`config.mk`:
```
export PLATFORM = sky130hd
export DESIGN_NAME = fp32_mul_arbiter
export DESIGN_NICKNAME = d
export VERILOG_FILES = /design/src/rtl/fp32_mul_arbiter.sv
export SDC_FILE = /design/constraint.sdc
export NUM_CORES = 1
export LEC_CHECK = 0
export BUFFER_PORTS_ARGS = -buffer_cell sky130_fd_sc_hd__clkbuf_2
export CAP_MARGIN = 20
export CORE_ASPECT_RATIO = 1.5
export CORE_MARGIN = 4
export CORE_UTILIZATION = 45
export DETAILED_ROUTE_END_ITERATION = 8
export GPL_ROUTABILITY_DRIVEN = 1
export PLACE_DENSITY = 0.72
export SLEW_MARGIN = 10
export SYNTH_ARGS = -nofsm -noshare
export SYNTH_HDL_FRONTEND = slang
export SYNTH_SLANG_ARGS = --single-unit
```
`constraint.sdc`:
```
create_clock -name clk -period 3.6 [get_ports clk]
set_input_delay 0.72 -clock clk [delete_from_list [all_inputs] [get_ports clk]]
set_output_delay 0.72 -clock clk [all_outputs]
set_load 0.02 [all_outputs]
```
`src/rtl/fp32_mul_arbiter.sv`:
```
// Round-robin front end sharing one fixed-latency pipelined FP32 multiplier among N_REQ lanes.
// Requester IDs ride a tag pipeline alongside the multiplier; results drain in issue order via a FWFT FIFO.
module fp32_mul_arbiter #(
    parameter int unsigned N_REQ      = 4,
    parameter int unsigned MUL_LAT    = 7,
    parameter int unsigned FIFO_DEPTH = 8,
    localparam int unsigned ID_W      = (N_REQ > 2) ? $clog2(N_REQ) : 1
) (
    input  logic                  clk,
    input  logic                  rst,
    input  logic [N_REQ-1:0]      req_valid,
    output logic [N_REQ-1:0]      req_ready,
    input  logic [N_REQ*32-1:0]   req_a,
    input  logic [N_REQ*32-1:0]   req_b,
    output logic [31:0]           mul_a,
    output logic [31:0]           mul_b,
    input  logic [31:0]           mul_result,
    output logic                  rsp_valid,
    input  logic                  rsp_ready,
    output logic [ID_W-1:0]       rsp_id,
    output logic [31:0]           rsp_data,
    output logic                  busy
);

    localparam int unsigned CNT_W = $clog2(FIFO_DEPTH + 1);
    localparam int unsigned PTR_W = $clog2(FIFO_DEPTH);
    localparam int unsigned ENT_W = ID_W + 32;

    logic [ID_W-1:0]  rr_ptr_q, rr_ptr_d;
    logic [CNT_W-1:0] cnt_q, cnt_d;
    logic             gnt_found;
    logic [ID_W-1:0]  gnt_id;
    int unsigned      arb_idx;
    logic             issue_ok;
    logic             accept;
    logic             pop;
    logic             fifo_wr;

    logic [MUL_LAT:0] tag_vld_q;
    logic [ID_W-1:0]  tag_id_q [MUL_LAT+1];

    logic [ENT_W-1:0] fifo_mem [FIFO_DEPTH];
    logic [PTR_W:0]   wr_ptr_q, rd_ptr_q;
    logic             fifo_empty;
    logic             fifo_full;
    logic [ENT_W-1:0] fifo_head;

    // Round-robin search starting at rr_ptr_q; first valid requester wins.
    always_comb begin
        gnt_found = 1'b0;
        gnt_id    = '0;
        arb_idx   = 0;
        for (int unsigned k = 0; k < N_REQ; k++) begin
            arb_idx = (32'(rr_ptr_q) + k) % N_REQ;
            if (!gnt_found && req_valid[arb_idx[ID_W-1:0]]) begin
                gnt_found = 1'b1;
                gnt_id    = arb_idx[ID_W-1:0];
            end
        end
    end

    // Credit uses the registered count only; a same-cycle pop frees space next cycle.
    assign issue_ok = (cnt_q < CNT_W'(FIFO_DEPTH));

    always_comb begin
        req_ready = '0;
        for (int i = 0; i < N_REQ; i++) begin
            req_ready[i] = !rst && issue_ok && gnt_found && (gnt_id == ID_W'(i));
        end
    end

    assign accept = |(req_valid & req_ready);

    always_comb begin
        rr_ptr_d = rr_ptr_q;
        if (accept) begin
            rr_ptr_d = (gnt_id == ID_W'(N_REQ - 1)) ? '0 : gnt_id + 1'b1;
        end
    end

    always_comb begin
        cnt_d = cnt_q;
        case ({accept, pop})
            2'b10:   cnt_d = cnt_q + 1'b1;
            2'b01:   cnt_d = cnt_q - 1'b1;
            default: cnt_d = cnt_q;
        endcase
    end

    always_ff @(posedge clk) begin
        if (rst) begin
            rr_ptr_q <= '0;
            cnt_q    <= '0;
        end else begin
            rr_ptr_q <= rr_ptr_d;
            cnt_q    <= cnt_d;
        end
    end

    // Idle cycles present zero operands to the multiplier.
    always_ff @(posedge clk) begin
        if (rst) begin
            mul_a <= '0;
            mul_b <= '0;
        end else if (accept) begin
            mul_a <= req_a[32*gnt_id +: 32];
            mul_b <= req_b[32*gnt_id +: 32];
        end else begin
            mul_a <= '0;
            mul_b <= '0;
        end
    end

    // Stage MUL_LAT lines up with mul_result for the op accepted MUL_LAT+1 cycles earlier.
    always_ff @(posedge clk) begin
        if (rst) begin
            tag_vld_q <= '0;
        end else begin
            tag_vld_q <= {tag_vld_q[MUL_LAT-1:0], accept};
        end
    end

    always_ff @(posedge clk) begin
        tag_id_q[0] <= gnt_id;
        for (int k = 1; k <= MUL_LAT; k++) begin
            tag_id_q[k] <= tag_id_q[k-1];
        end
    end

    assign fifo_wr    = tag_vld_q[MUL_LAT];
    assign fifo_empty = (wr_ptr_q == rd_ptr_q);
    assign fifo_full  = (wr_ptr_q[PTR_W] != rd_ptr_q[PTR_W]) &&
                        (wr_ptr_q[PTR_W-1:0] == rd_ptr_q[PTR_W-1:0]);
    assign pop        = rsp_valid && rsp_ready;

    always_ff @(posedge clk) begin
        if (fifo_wr) begin
            fifo_mem[wr_ptr_q[PTR_W-1:0]] <= {tag_id_q[MUL_LAT], mul_result};
        end
    end

    always_ff @(posedge clk) begin
        if (rst) begin
            wr_ptr_q <= '0;
            rd_ptr_q <= '0;
        end else begin
            if (fifo_wr) begin
                wr_ptr_q <= wr_ptr_q + 1'b1;
            end
            if (pop) begin
                rd_ptr_q <= rd_ptr_q + 1'b1;
            end
        end
    end

    assign fifo_head = fifo_mem[rd_ptr_q[PTR_W-1:0]];
    assign rsp_valid = !fifo_empty;
    assign rsp_id    = rsp_valid ? fifo_head[ENT_W-1:32] : '0;
    assign rsp_data  = rsp_valid ? fifo_head[31:0] : '0;
    assign busy      = (cnt_q != '0);

    a_cnt_range: assert property (@(posedge clk) disable iff (rst)
        cnt_q <= CNT_W'(FIFO_DEPTH));
    a_no_overflow: assert property (@(posedge clk) disable iff (rst)
        !(fifo_wr && fifo_full));
    a_ready_onehot: assert property (@(posedge clk) $onehot0(req_ready));

endmodule

```
==> impl_results.rst, run 1 <==
.. list-table::
   :header-rows: 1

   * - Metric
     - Value
   * - Max-slew violations
     - 0
   * - Actual slew at the worst max-slew pin
     - 0.796 ns
   * - TritonCTS buffer count
     - 37
   * - Post-synth top area cell
     - sky130_fd_sc_hd__edfxtp_1
   * - Part of the Yosys area used for sequential elements
     - 0.662
   * - Reg-to-reg critical path startpoint
     - rr_ptr_q[0]
   * - Area share of the leading cell type in the synthesized netlist
     - 0.526
   * - Maximum number of pins on one net before global-route repair
     - 112
   * - Detail Placement HPWL
     - ~28 mm
   * - Net count of the mapped netlist
     - 1,174
   * - Number of I/O pins
     - 399
   * - Post-cts repair resize count
     - 0
   * - Kind of critical path
     - register to output pin
   * - Worst-skew pair later-pin latency
     - 0.54 ns
   * - Warning count from the yosys run
     - 0
   * - First-pass detailed-route iteration total
     - 5
   * - Async set-reset flop share out of synthesis
     - 0
   * - Type of element capturing the critical path
     - output pin
   * - Arrival time at the worst endpoint
     - 2.52 ns
   * - Die Height
     - 235 um
   * - Number of buffers added on ports
     - 398
   * - CTS tree
     - built
   * - Startpoint types
     - register
   * - Synthesized area per cell
     - roughly 18 um^2
   * - Die footprint
     - 37,600 um^2
   * - Total of max-cap violations
     - 0
   * - Initial Utilization
     - 0.454
   * - Overall fraction of global-route tracks in use
     - 0.210
   * - Post-synth top flop
     - sky130_fd_sc_hd__edfxtp_1
   * - Cell count after synthesis
     - roughly 870
   * - R2r setup slk
     - 0.59 ns
   * - Final Cell Area
     - 19,200 um^2
   * - Iter 0 DRT Violations
     - 588
   * - Top-count cell post-synth
     - sky130_fd_sc_hd__edfxtp_1
   * - Nets@finish
     - 1,582
   * - Setup repair after global routing missed its margin
     - no
   * - DRC viols
     - 0
   * - Antenna-violating nets left
     - 0
   * - Area growth syn-to-layout
     - 23.4%
   * - Endpoint of the lowest-slack register-to-register path
     - cnt_q[3]
   * - Area after DPL
     - 17,900 um^2
   * - Critical Path Fanout Max
     - 24
   * - Slew margin rel.
     - 0.469
   * - Root buf cell
     - sky130_fd_sc_hd__clkbuf_16
   * - Clock period minus final worst setup slack
     - 3.24 ns
   * - Type of the tightest min-delay check
     - register to register
   * - Setup TNS after final layout
     - 0 ns
   * - Tcrit/Tclk final
     - 0.899
   * - Post-DR vias/cell
     - between 5 and 6
   * - Number of global-route vias before repair
     - approximately 9,900
   * - Clk buf depth
     - 3
   * - Total wire length after detailed routing
     - roughly 40 mm
   * - Worst-path clk slew
     - 0.06 ns
   * - Horiz. Die Dim
     - 160 um
   * - Number of core rows
     - 83
   * - Vias
     - 9,385
   * - Initial antenna violation count
     - 2
   * - Final-report hold violation count
     - 0
   * - Leftover overflow at the end of global routing
     - 0
   * - Post-synthesis instance area
     - 15,500 um^2
   * - Htree depth
     - 2
   * - First-pass GRT wire length
     - 59.8 mm
   * - Final core utilization
     - 0.561
   * - Required time worst endpoint
     - 2.88 ns
   * - Share of final-layout standard cells stronger than drive strength 1
     - 0.479
   * - Leakage power
     - 0.00760 uW
   * - Number of enable-type register cells in the synthesized netlist
     - 272
   * - Peak VDD IR
     - 0.383 mV
   * - Number of distinct library cells after synthesis
     - 44
   * - R2R depth
     - 15
   * - Highest achievable clock rate
     - slightly above 0.3 GHz
   * - Clock tree sinks
     - 377
   * - Number of hold buffers added after CTS
     - 0
   * - Critical path destination
     - rsp_data[10]
   * - Number of fillers in the final layout
     - 2,667
   * - #FFs+latches synth
     - 377
   * - Routed WL per cell
     - 23.1 um
   * - Most instantiated cells after synthesis
     - sky130_fd_sc_hd__edfxtp_1, sky130_fd_sc_hd__mux2i_1, sky130_fd_sc_hd__dfxtp_1
   * - Final setup viols
     - 0
   * - Total power per unit cell area
     - 581 nW/um^2
   * - Post-CTS setup-driven buffer insertion count
     - 0
   * - Leading post-synthesis cells by cell area
     - sky130_fd_sc_hd__edfxtp_1, sky130_fd_sc_hd__dfxtp_1, sky130_fd_sc_hd__mux2i_1
   * - Weighted congestion reported at the end of routability-driven placement
     - 0.852
   * - Result of the run
     - completed
   * - Skew final
     - 0.0170 ns
   * - Core Box Area
     - 34,200 um^2
cells by family (layout without fill, tap and decap cells):
group / Yosys count / after routing / share of synthesized area
xor gates and xnor gates: 12 / 12 / 0.00677
DFF: 377 / 377 / 0.662
muxes: 232 / 232 / 0.204
and+or+nand+nor: 94 / 94 / 0.0280
buffers and inverters: 67 / 503 / 0.0343
adders and majority gates: 7 / 7 / 0.00613
other: 0 / 1 / 0
AOI/OAI and AO/OA: 83 / 83 / 0.0585
cell usage in the layout, fill, tap and decap left out, types with 3 or more instances in the layout:
cell / synthesis / final
sky130_fd_sc_hd__clkbuf_2: 0 / 398
sky130_fd_sc_hd__edfxtp_1: 272 / 272
sky130_fd_sc_hd__mux2i_1: 164 / 164
sky130_fd_sc_hd__dfxtp_1: 105 / 102
sky130_fd_sc_hd__mux4_2: 68 / 68
sky130_fd_sc_hd__o22ai_2: 60 / 60
sky130_fd_sc_hd__nor2_1: 57 / 51
sky130_fd_sc_hd__clkbuf_16: 0 / 38
sky130_fd_sc_hd__buf_4: 3 / 21
sky130_fd_sc_hd__nor2b_1: 10 / 10
sky130_fd_sc_hd__xor2_1: 8 / 8
sky130_fd_sc_hd__a21oi_1: 8 / 8
sky130_fd_sc_hd__clkbuf_1: 12 / 8
sky130_fd_sc_hd__inv_1: 6 / 6
sky130_fd_sc_hd__nand2b_1: 6 / 6
sky130_fd_sc_hd__nor2_4: 0 / 6
sky130_fd_sc_hd__ha_1: 6 / 6
sky130_fd_sc_hd__clkinv_1: 0 / 6
sky130_fd_sc_hd__buf_12: 8 / 6
sky130_fd_sc_hd__nand2_1: 5 / 5
sky130_fd_sc_hd__inv_2: 4 / 4
sky130_fd_sc_hd__o22ai_1: 4 / 4
sky130_fd_sc_hd__xnor2_1: 4 / 4
sky130_fd_sc_hd__bufinv_16: 0 / 4
sky130_fd_sc_hd__clkinvlp_4: 0 / 3
power breakdown:
group	leakage [uW]	internal (uW)	total, uW	switching, uW
Combinational	0.00370	850	2090	1240
Sequential	0.00331	4990	5140	150
Clock	0.000589	2270	3900	1620
per-stage QoR:
step / total power, uW / setup slack (ns) / hold WS, ns / cells
CTS: 11200 / 0.294 / 0.321 / 1733
global route: 11600 / 0.178 / 0.325 / 1734
floorplan: 6700 / 0.000350 / 0.310 / 872
detailed placement: 7330 / 0.0670 / 0.312 / 1666
finish: 11100 / 0.363 / 0.320 / 1734
global placement: 7310 / 0.152 / 0.314 / 1666
per-layer routing:
layer	track usage	vias up	routed length (um)
met3	0.0666	58	3740
li1	-	4251	-
met4	0.0589	2	1000
met1	0.253	4644	15000
met2	0.364	430	20300
met5	0	-	13
final cells by class:
class                      count  area, um^2  share of cell area
antenna                        1        2.50            0.000131
clock buffer                  47         995              0.0519
clock inverter                20         238              0.0124
inverter                      11        43.8             0.00229
multi-input combinational    428        4800               0.251
sequential                   377       10300               0.536
tap                          425         532              0.0278
timing repair buffer         425        2270               0.118
registers in the layout, summed over array words and instances (netlist names), named ones only:
name and count:
fifo_mem 272, tag_vld_q 8, rr_ptr_q 2, rd_ptr_q 4, mul_a 32, mul_b 32, tag_id_q 16, wr_ptr_q 4
cnt_q 4
worst min-delay path by stage:
stage                        start             end  slack, ns  cells after the start
floorplan           tag_id_q[0][0]  tag_id_q[0][2]       0.31                      0
finish              tag_id_q[1][4]  tag_id_q[1][6]       0.32                      0
global route        tag_id_q[1][4]  tag_id_q[1][6]       0.32                      0
CTS                 tag_id_q[1][4]  tag_id_q[1][6]       0.32                      0
detailed placement  tag_id_q[0][6]  tag_id_q[1][0]       0.31                      0
global placement    tag_id_q[1][4]  tag_id_q[1][6]       0.31                      0
worst max-delay path, stage by stage (launching register included):
cell and delay [ns]:
sky130_fd_sc_hd__dfxtp_4 0.69, sky130_fd_sc_hd__buf_4 0.29, sky130_fd_sc_hd__mux4_2 0.55, sky130_fd_sc_hd__mux2i_1 0.18
sky130_fd_sc_hd__nor2_1 0.08, sky130_fd_sc_hd__clkbuf_2 0.18
(Power assumes the default switching activity.)
==> run 2, diff against run 1 <==
--- a/config.mk
+++ b/config.mk
@@ -12,6 +12,7 @@
 export CORE_UTILIZATION = 45
 export DETAILED_ROUTE_END_ITERATION = 8
 export GPL_ROUTABILITY_DRIVEN = 1
+export HOLD_SLACK_MARGIN = 0.1
 export PLACE_DENSITY = 0.72
 export SLEW_MARGIN = 10
 export SYNTH_ARGS = -nofsm -noshare
==> constraint.sdc (replaced) <==
create_clock -name clk -period 3.6 [get_ports clk]
set_input_delay 0.72 -clock clk [delete_from_list [all_inputs] [get_ports clk]]
set_output_delay 0.72 -clock clk [all_outputs]
set_load 0.1 [all_outputs]
==> run 2 against run 1 <==
Against the previous run: clock skew shrank 0.0049 ns; via count down 0.58%; sequential power about the same; clock-buffer cell count rose by 2; maximum frequency decreased by 4.7%; register-to-register slack worse by 0.05 ns; critical path depth is 3 higher.
==> impl_results.rst, run 2 (same netlist as run 1, synthesis figures left out) <==
.. list-table::
   :header-rows: 1

   * - Metric
     - Value
   * - Overall fraction of global-route tracks in use
     - 0.206 (-0.00429)
   * - Htree depth
     - 2 (unchanged)
   * - CTS tree
     - built
   * - Final Cell Area
     - 19,300 um^2 (+0.74%)
   * - Die footprint
     - 37,600 um^2 (unchanged)
   * - Kind of critical path
     - primary input to output pin
   * - Worst-skew pair later-pin latency
     - 0.53 ns (about the same)
   * - Psw
     - 4480 uW (+49%)
   * - Final-report hold violation count
     - 0 (unchanged)
   * - First-pass GRT wire length
     - 59.2 mm (-1.1%)
   * - Diode count
     - 0 (-1)
   * - Type of the tightest min-delay check
     - register to register
   * - Post-Place Setup Slack
     - 0.0233 ns (-0.0437 ns)
   * - TritonCTS buffer count
     - 37 (unchanged)
   * - Number of hold buffers added after CTS
     - 0 (unchanged)
   * - Setup repair after global routing missed its margin
     - no
   * - Total power per unit cell area
     - 663 nW/um^2 (+14%)
   * - Initial Utilization
     - 0.454 (unchanged)
   * - Leakage power
     - 0.00767 uW (+0.92%)
   * - Clock tree sinks
     - 377 (unchanged)
   * - Critical path destination
     - req_ready[2]
   * - Number of global-route vias before repair
     - 9,989 (+0.57%)
   * - Total of max-cap violations
     - 0 (unchanged)
   * - Skew final
     - 0.0121 ns (-0.00495 ns)
   * - Core Box Area
     - 34,200 um^2 (unchanged)
   * - R2r setup slk
     - 0.54 ns (-0.05 ns)
   * - Clk buf depth
     - 3 (unchanged)
   * - Leftover overflow at the end of global routing
     - 0 (unchanged)
   * - Antenna-violating nets left
     - 0 (unchanged)
   * - Maximum number of pins on one net before global-route repair
     - 131 (+17%)
   * - Reg-to-reg critical path startpoint
     - rr_ptr_q[0]
   * - Arrival time at the worst endpoint
     - 2.68 ns (+0.16 ns)
   * - Root buf cell
     - sky130_fd_sc_hd__clkbuf_16
   * - Setup TNS after final layout
     - 0 ns (unchanged)
   * - Type of element capturing the critical path
     - output pin
   * - Vias
     - 9,331 (-0.58%)
   * - Proportion of power drawn by the clock network
     - 0.320 (-0.030)
   * - Startpoint types
     - primary input
   * - Most frequent standard cell in the layout excluding fill and tap cells
     - sky130_fd_sc_hd__clkbuf_2
   * - Comb pwr share
     - 0.281 (+0.093)
   * - First-pass detailed-route iteration total
     - 5 (unchanged)
   * - Worst-path clk slew
     - 0.06 ns (about the same)
   * - Detail Placement HPWL
     - 27.4 mm (-0.82%)
   * - Initial antenna violation count
     - 3 (+1)
   * - Area after DPL
     - 18,000 um^2 (+0.33%)
   * - Result of the run
     - completed
   * - Endpoint of the lowest-slack register-to-register path
     - cnt_q[3]
   * - Iter 0 DRT Violations
     - 439 (-25%)
   * - R2R depth
     - 15 (unchanged)
   * - Share of final-layout standard cells stronger than drive strength 1
     - 0.485 (+0.00538)
   * - Area growth syn-to-layout
     - 24.4%
   * - CP startpoint
     - req_valid[2]
   * - Slew margin rel.
     - 0.390 (-0.0796)
   * - Die Height
     - 235 um (unchanged)
   * - Hold Path Depth
     - 0 (unchanged)
   * - Actual slew at the worst max-slew pin
     - 0.916 ns (+0.119 ns)
   * - Tcrit/Tclk final
     - 0.943 (+0.0440)
   * - Required time worst endpoint
     - 2.88 ns (about the same)
   * - Post-DR vias/cell
     - 5.38 (-0.63%)
   * - Number of buffers added on ports
     - 398 (unchanged)
   * - Share of total power consumed by net switching
     - 0.350 (+0.0790)
   * - Final worst slack
     - 0.205 ns (-0.158 ns)
   * - Number of I/O pins
     - 399 (unchanged)
   * - Total wire length after detailed routing
     - 38.9 mm (-2.8%)
   * - Highest achievable clock rate
     - 0.295 GHz (-4.7%)
   * - Horiz. Die Dim
     - 160 um (unchanged)
   * - DRC viols
     - 0 (unchanged)
   * - Top library cells by usage in the layout, fill and taps aside
     - sky130_fd_sc_hd__clkbuf_2, sky130_fd_sc_hd__edfxtp_1, sky130_fd_sc_hd__mux2i_1
   * - Final setup viols
     - 0 (unchanged)
   * - Weighted congestion reported at the end of routability-driven placement
     - 0.843 (-1.1%)
   * - Peak VDD IR
     - 0.654 mV (+71%)
   * - Number of core rows
     - 83 (unchanged)
   * - Critical Path Fanout Max
     - 130 (+440%)
   * - Post-Route Hold Slack
     - 0.323 ns (+0.00301 ns)
   * - Internal power consumption
     - 8320 uW (+2.6%)
   * - Clock period minus final worst setup slack
     - 3.40 ns (+0.158 ns)
   * - Post-CTS setup-driven buffer insertion count
     - 0 (unchanged)
   * - Routed WL per cell
     - 22.4 um (-2.9%)
   * - Flip-flop count of the largest register after layout
     - 272 (unchanged)
   * - Max-slew violations
     - 0 (unchanged)
   * - Power share of the sequential group
     - 0.399 (-0.063)
   * - Nets@finish
     - 1,583 (+0.063%)
[run 2: power by group through the flow]
stage               clock, uW  sequential (uW)  combinational, uW
floorplan                   0             6830               1340
CTS                      4190             5120               3610
global placement            0             5210               3580
finish                   4090             5110               3600
global route             4380             5150               3740
detailed placement          0             5210               3610
[run 2: layout make-up]
class,count,area (um^2)
fill,2641,14900
clock inverter,19,278
timing repair buffer,426,2330
inverter,11,43.8
clock buffer,49,1030
multi-input combinational,428,4800
tap,425,532
sequential,377,10300
[run 2: worst max-delay path: stages]
cell                       delay, ns
sky130_fd_sc_hd__clkbuf_2       0.11
sky130_fd_sc_hd__nor2b_1        0.22
sky130_fd_sc_hd__a21o_1         0.13
sky130_fd_sc_hd__a211o_4        0.17
sky130_fd_sc_hd__buf_16         0.52
sky130_fd_sc_hd__nand2_1        0.28
sky130_fd_sc_hd__nor2_1         0.18
sky130_fd_sc_hd__buf_4          0.31
[run 2: worst min path at each step]
stage	startpoint	end	slack, ns
finish	tag_id_q[0][6]	tag_id_q[1][0]	0.32
global route	tag_id_q[1][0]	tag_id_q[1][2]	0.33
CTS	tag_id_q[0][6]	tag_id_q[1][0]	0.32
detailed placement	tag_id_q[0][6]	tag_id_q[1][0]	0.31
global placement	tag_id_q[1][0]	tag_id_q[1][2]	0.31
floorplan	tag_id_q[0][0]	tag_id_q[0][2]	0.31
[run 2: layer usage]
metal  up-vias  track usage  wire [um]
met5         -            0         40
met4         6       0.0497        717
met3        49       0.0582       3560
met2       410        0.358      19900
met1      4616        0.255      14800
li1       4250            -          -
[run 2: stage by stage]
| stage | power, uW | utilization | cells |
|---|---|---|---|
| CTS | 12900 | 0.565 | 1735 |
| detailed placement | 8820 | 0.526 | 1667 |
| global route | 13300 | 0.565 | 1735 |
| global placement | 8790 | 0.526 | 1667 |
| finish | 12800 | 0.565 | 1735 |
| floorplan | 8160 | - | 872 |
[run 2: repair_timing]
action / 4_1_cts / 5_1_grt
endpoints found under the setup margin: 0 / 2
hold endpoints to repair: 0 / 0
resized for setup: 0 / 1
==> run 3, diff against run 2 <==
--- a/config.mk
+++ b/config.mk
@@ -8,7 +8,7 @@
 export BUFFER_PORTS_ARGS = -buffer_cell sky130_fd_sc_hd__clkbuf_2
 export CAP_MARGIN = 20
 export CORE_ASPECT_RATIO = 1.5
-export CORE_MARGIN = 4
+export CORE_MARGIN = 2
 export CORE_UTILIZATION = 45
 export DETAILED_ROUTE_END_ITERATION = 8
 export GPL_ROUTABILITY_DRIVEN = 1
==> constraint.sdc (replaced) <==
create_clock -name clk -period 3.6 [get_ports clk]
set_input_delay 0.72 -clock clk [delete_from_list [all_inputs] [get_ports clk]]
set_output_delay 0.72 -clock clk [all_outputs]
set_load 0.01 [all_outputs]
==> run 3 against run 2 <==
Against the previous run: combinational power shrank 48%; global-route usage grew 0.19 points; via count shrank 0.23%; register-to-register slack gained 0.08 ns; total power shrank 17%; critical path type is now register to output pin; first-iteration DRC count grew 11%; core utilization shrank 0.48 points.
==> impl_results.rst, run 3 (same netlist as run 1, synthesis figures left out) <==
.. list-table::
   :header-rows: 1

   * - Metric
     - Value
   * - TritonCTS buffer count
     - 35 (-5.4%)
   * - Pwr Total
     - 10,600 uW (-17%)
   * - Highest achievable clock rate
     - 0.328 GHz (+12%)
   * - Post-cts repair resize count
     - 0 (unchanged)
   * - DRC viols
     - 0 (unchanged)
   * - Type of the tightest min-delay check
     - register to register
   * - Worst-skew pair later-pin latency
     - 0.53 ns (about the same)
   * - Comb pwr share
     - 0.177 (-0.104)
   * - Iter 0 DRT Violations
     - 489 (+11%)
   * - Kind of critical path
     - register to output pin
   * - Number of core rows
     - 83 (unchanged)
   * - Number of buffers added on ports
     - 398 (unchanged)
   * - Peak VDD IR
     - 0.356 mV (-46%)
   * - Post-DR vias/cell
     - 5.38 (about the same)
   * - Share of final-layout standard cells stronger than drive strength 1
     - 0.480 (-0.00467)
   * - CTS tree
     - built
   * - Total wire length after detailed routing
     - 37.7 mm (-3.1%)
   * - Worst-path clk slew
     - 0.06 ns (about the same)
   * - Initial antenna violation count
     - 7 (+4)
   * - Antenna-violating nets left
     - 0 (unchanged)
   * - Root buf cell
     - sky130_fd_sc_hd__clkbuf_16
   * - Psw
     - 2720 uW (-39%)
   * - First-pass detailed-route iteration total
     - 5 (unchanged)
   * - Clock period minus final worst setup slack
     - 3.05 ns (-0.350 ns)
   * - Type of element capturing the critical path
     - output pin
   * - Proportion of power drawn by the clock network
     - 0.344 (+0.024)
   * - Cells traversed along the worst timing path
     - xor2_1 > nor4_2 > buf_4 > nor2_1 > clkbuf_2
   * - Total power per unit cell area
     - 558 nW/um^2 (-16%)
   * - Vias
     - 9,310 (-0.23%)
   * - Weighted congestion reported at the end of routability-driven placement
     - 0.875 (+3.8%)
   * - Required time worst endpoint
     - 2.88 ns (about the same)
   * - Detail Placement HPWL
     - 25.8 mm (-5.6%)
   * - Post-CTS setup-driven buffer insertion count
     - 0 (unchanged)
   * - Sequential cell area in the final layout
     - 10,300 um^2 (unchanged)
   * - Critical Path Fanout Max
     - 37 (-72%)
   * - Top library cells by usage in the layout, fill and taps aside
     - sky130_fd_sc_hd__clkbuf_2, sky130_fd_sc_hd__edfxtp_1, sky130_fd_sc_hd__mux2i_1
   * - Leftover overflow at the end of global routing
     - 0 (unchanged)
   * - Number of hold buffers added after CTS
     - 0 (unchanged)
   * - Final-report hold violation count
     - 0 (unchanged)
   * - Die footprint
     - 36,000 um^2 (-4.2%)
   * - Number of global-route vias before repair
     - 9,681 (-3.1%)
   * - Flip-flop count of the largest register after layout
     - 272 (unchanged)
   * - Tcrit/Tclk final
     - 0.846 (-0.0973)
   * - Horiz. Die Dim
     - 156 um (-2.5%)
   * - Critical-path cell with the highest stage delay
     - sky130_fd_sc_hd__buf_4
   * - Overall fraction of global-route tracks in use
     - 0.208 (+0.00195)
   * - Most frequent standard cell in the layout excluding fill and tap cells
     - sky130_fd_sc_hd__clkbuf_2
   * - Htree depth
     - 2 (unchanged)
   * - Max-slew violations
     - 0 (unchanged)
   * - Die Height
     - 231 um (-1.7%)
   * - Area after DPL
     - 17,900 um^2 (-0.31%)
   * - Routed WL per cell
     - 21.8 um (-2.9%)
   * - Setup TNS after final layout
     - 0 ns (unchanged)
   * - Nets@finish
     - 1,579 (-0.25%)
   * - Power share of the sequential group
     - 0.479 (+0.080)
   * - First-pass GRT wire length
     - 55.5 mm (-6.2%)
   * - Slew margin rel.
     - 0.478 (+0.0886)
   * - Number of I/O pins
     - 399 (unchanged)
   * - Final setup viols
     - 0 (unchanged)
   * - Initial Utilization
     - 0.456 (+0.00138)
   * - CP peak stage delay
     - 0.51 ns (about the same)
   * - Leakage power
     - 0.00757 uW (-1.3%)
   * - Maximum number of pins on one net before global-route repair
     - 68 (-48%)
   * - Multi-input gate area
     - 4800 um^2 (-0.10%)
   * - Total of max-cap violations
     - 0 (unchanged)
   * - Number of fillers in the final layout
     - 2,704 (+2.4%)
   * - Final Cell Area
     - 19,100 um^2 (-1.2%)
   * - Setup repair after global routing missed its margin
     - no
   * - Clock tree sinks
     - 377 (unchanged)
   * - Arrival time at the worst endpoint
     - 2.33 ns (-0.35 ns)
   * - Internal power consumption
     - 7930 uW (-4.7%)
   * - Startpoint types
     - register
   * - Core Box Area
     - 34,100 um^2 (-0.30%)
   * - Result of the run
     - completed
   * - Clk buf depth
     - 3 (unchanged)
   * - Skew final
     - 0.0196 ns (+0.00758 ns)
   * - Area growth syn-to-layout
     - 22.9%
   * - Share of total power consumed by net switching
     - 0.256 (-0.0944)
   * - Actual slew at the worst max-slew pin
     - 0.783 ns (-0.133 ns)
==> run 3: changes by cell type in the layout (fill, tap and decap cells not counted), sizes merged <==
cell,change
inv,+2
clkinvlp,-1
bufinv,-4
buf,-6
clkbuf,+4
diode,+3
clkinv,-1
==> run 3: critical path: cells and delay by family (launching register included) <==
kind,cells,cell delay (ns)
buffers and inverters,2,0.68
AND/OR/NAND/NOR,2,0.51
flip-flops,1,0.48
XOR/XNOR,1,0.13
==> run 3: final timing paths <==
check | from | to | slack (ns) | cells past startpoint
worst min-delay path | tag_id_q[1][4] | tag_id_q[1][6] | 0.33 | 0
worst max-delay path | wr_ptr_q[2] | rsp_id[0] | 0.55 | 5
worst max register to register | rr_ptr_q[0] | cnt_q[3] | 0.62 | 15
worst min register to register | tag_id_q[1][4] | tag_id_q[1][6] | 0.33 | 0
==> run 3: layout make-up <==
| class | count | area share |
|---|---|---|
| Sequential cell | 377 | 0.539 |
| Clock buffer | 49 | 0.0519 |
| Clock inverter | 15 | 0.00800 |
| Tap cell | 425 | 0.0279 |
| Inverter | 11 | 0.00230 |
| Multi-Input combinational cell | 428 | 0.252 |
| Timing Repair Buffer | 424 | 0.119 |
| Antenna cell | 3 | 0.000394 |
==> run 3: per-layer routing <==
layer | GRT usage | share of wire | up-vias
met5 | 0 | 0.0014 | -
met4 | 0.0763 | 0.031 | 8
met3 | 0.0709 | 0.10 | 70
met2 | 0.366 | 0.51 | 421
met1 | 0.232 | 0.35 | 4578
li1 | - | - | 4233
==> run 3: power by group through the flow <==
stage | registers [uW] | clock network, uW | logic (uW)
after global placement | 5190 | 0 | 1900
final | 5100 | 3660 | 1890
after global routing | 5130 | 3920 | 2040
after CTS | 5110 | 3740 | 1920
after detailed placement | 5190 | 0 | 1910
after floorplan | 5290 | 0 | 1230
==> run 3: metrics by stage <==
stage,util,cells,hold WS (ns),setup WS (ns)
2_1_floorplan,-,872,0.310,0.000350
3_3_place_gp,0.526,1665,0.313,0.145
3_5_place_dp,0.526,1665,0.314,0.0864
4_1_cts,0.560,1729,0.318,0.492
5_1_grt,0.560,1730,0.332,0.388
6_report,0.560,1732,0.325,0.555
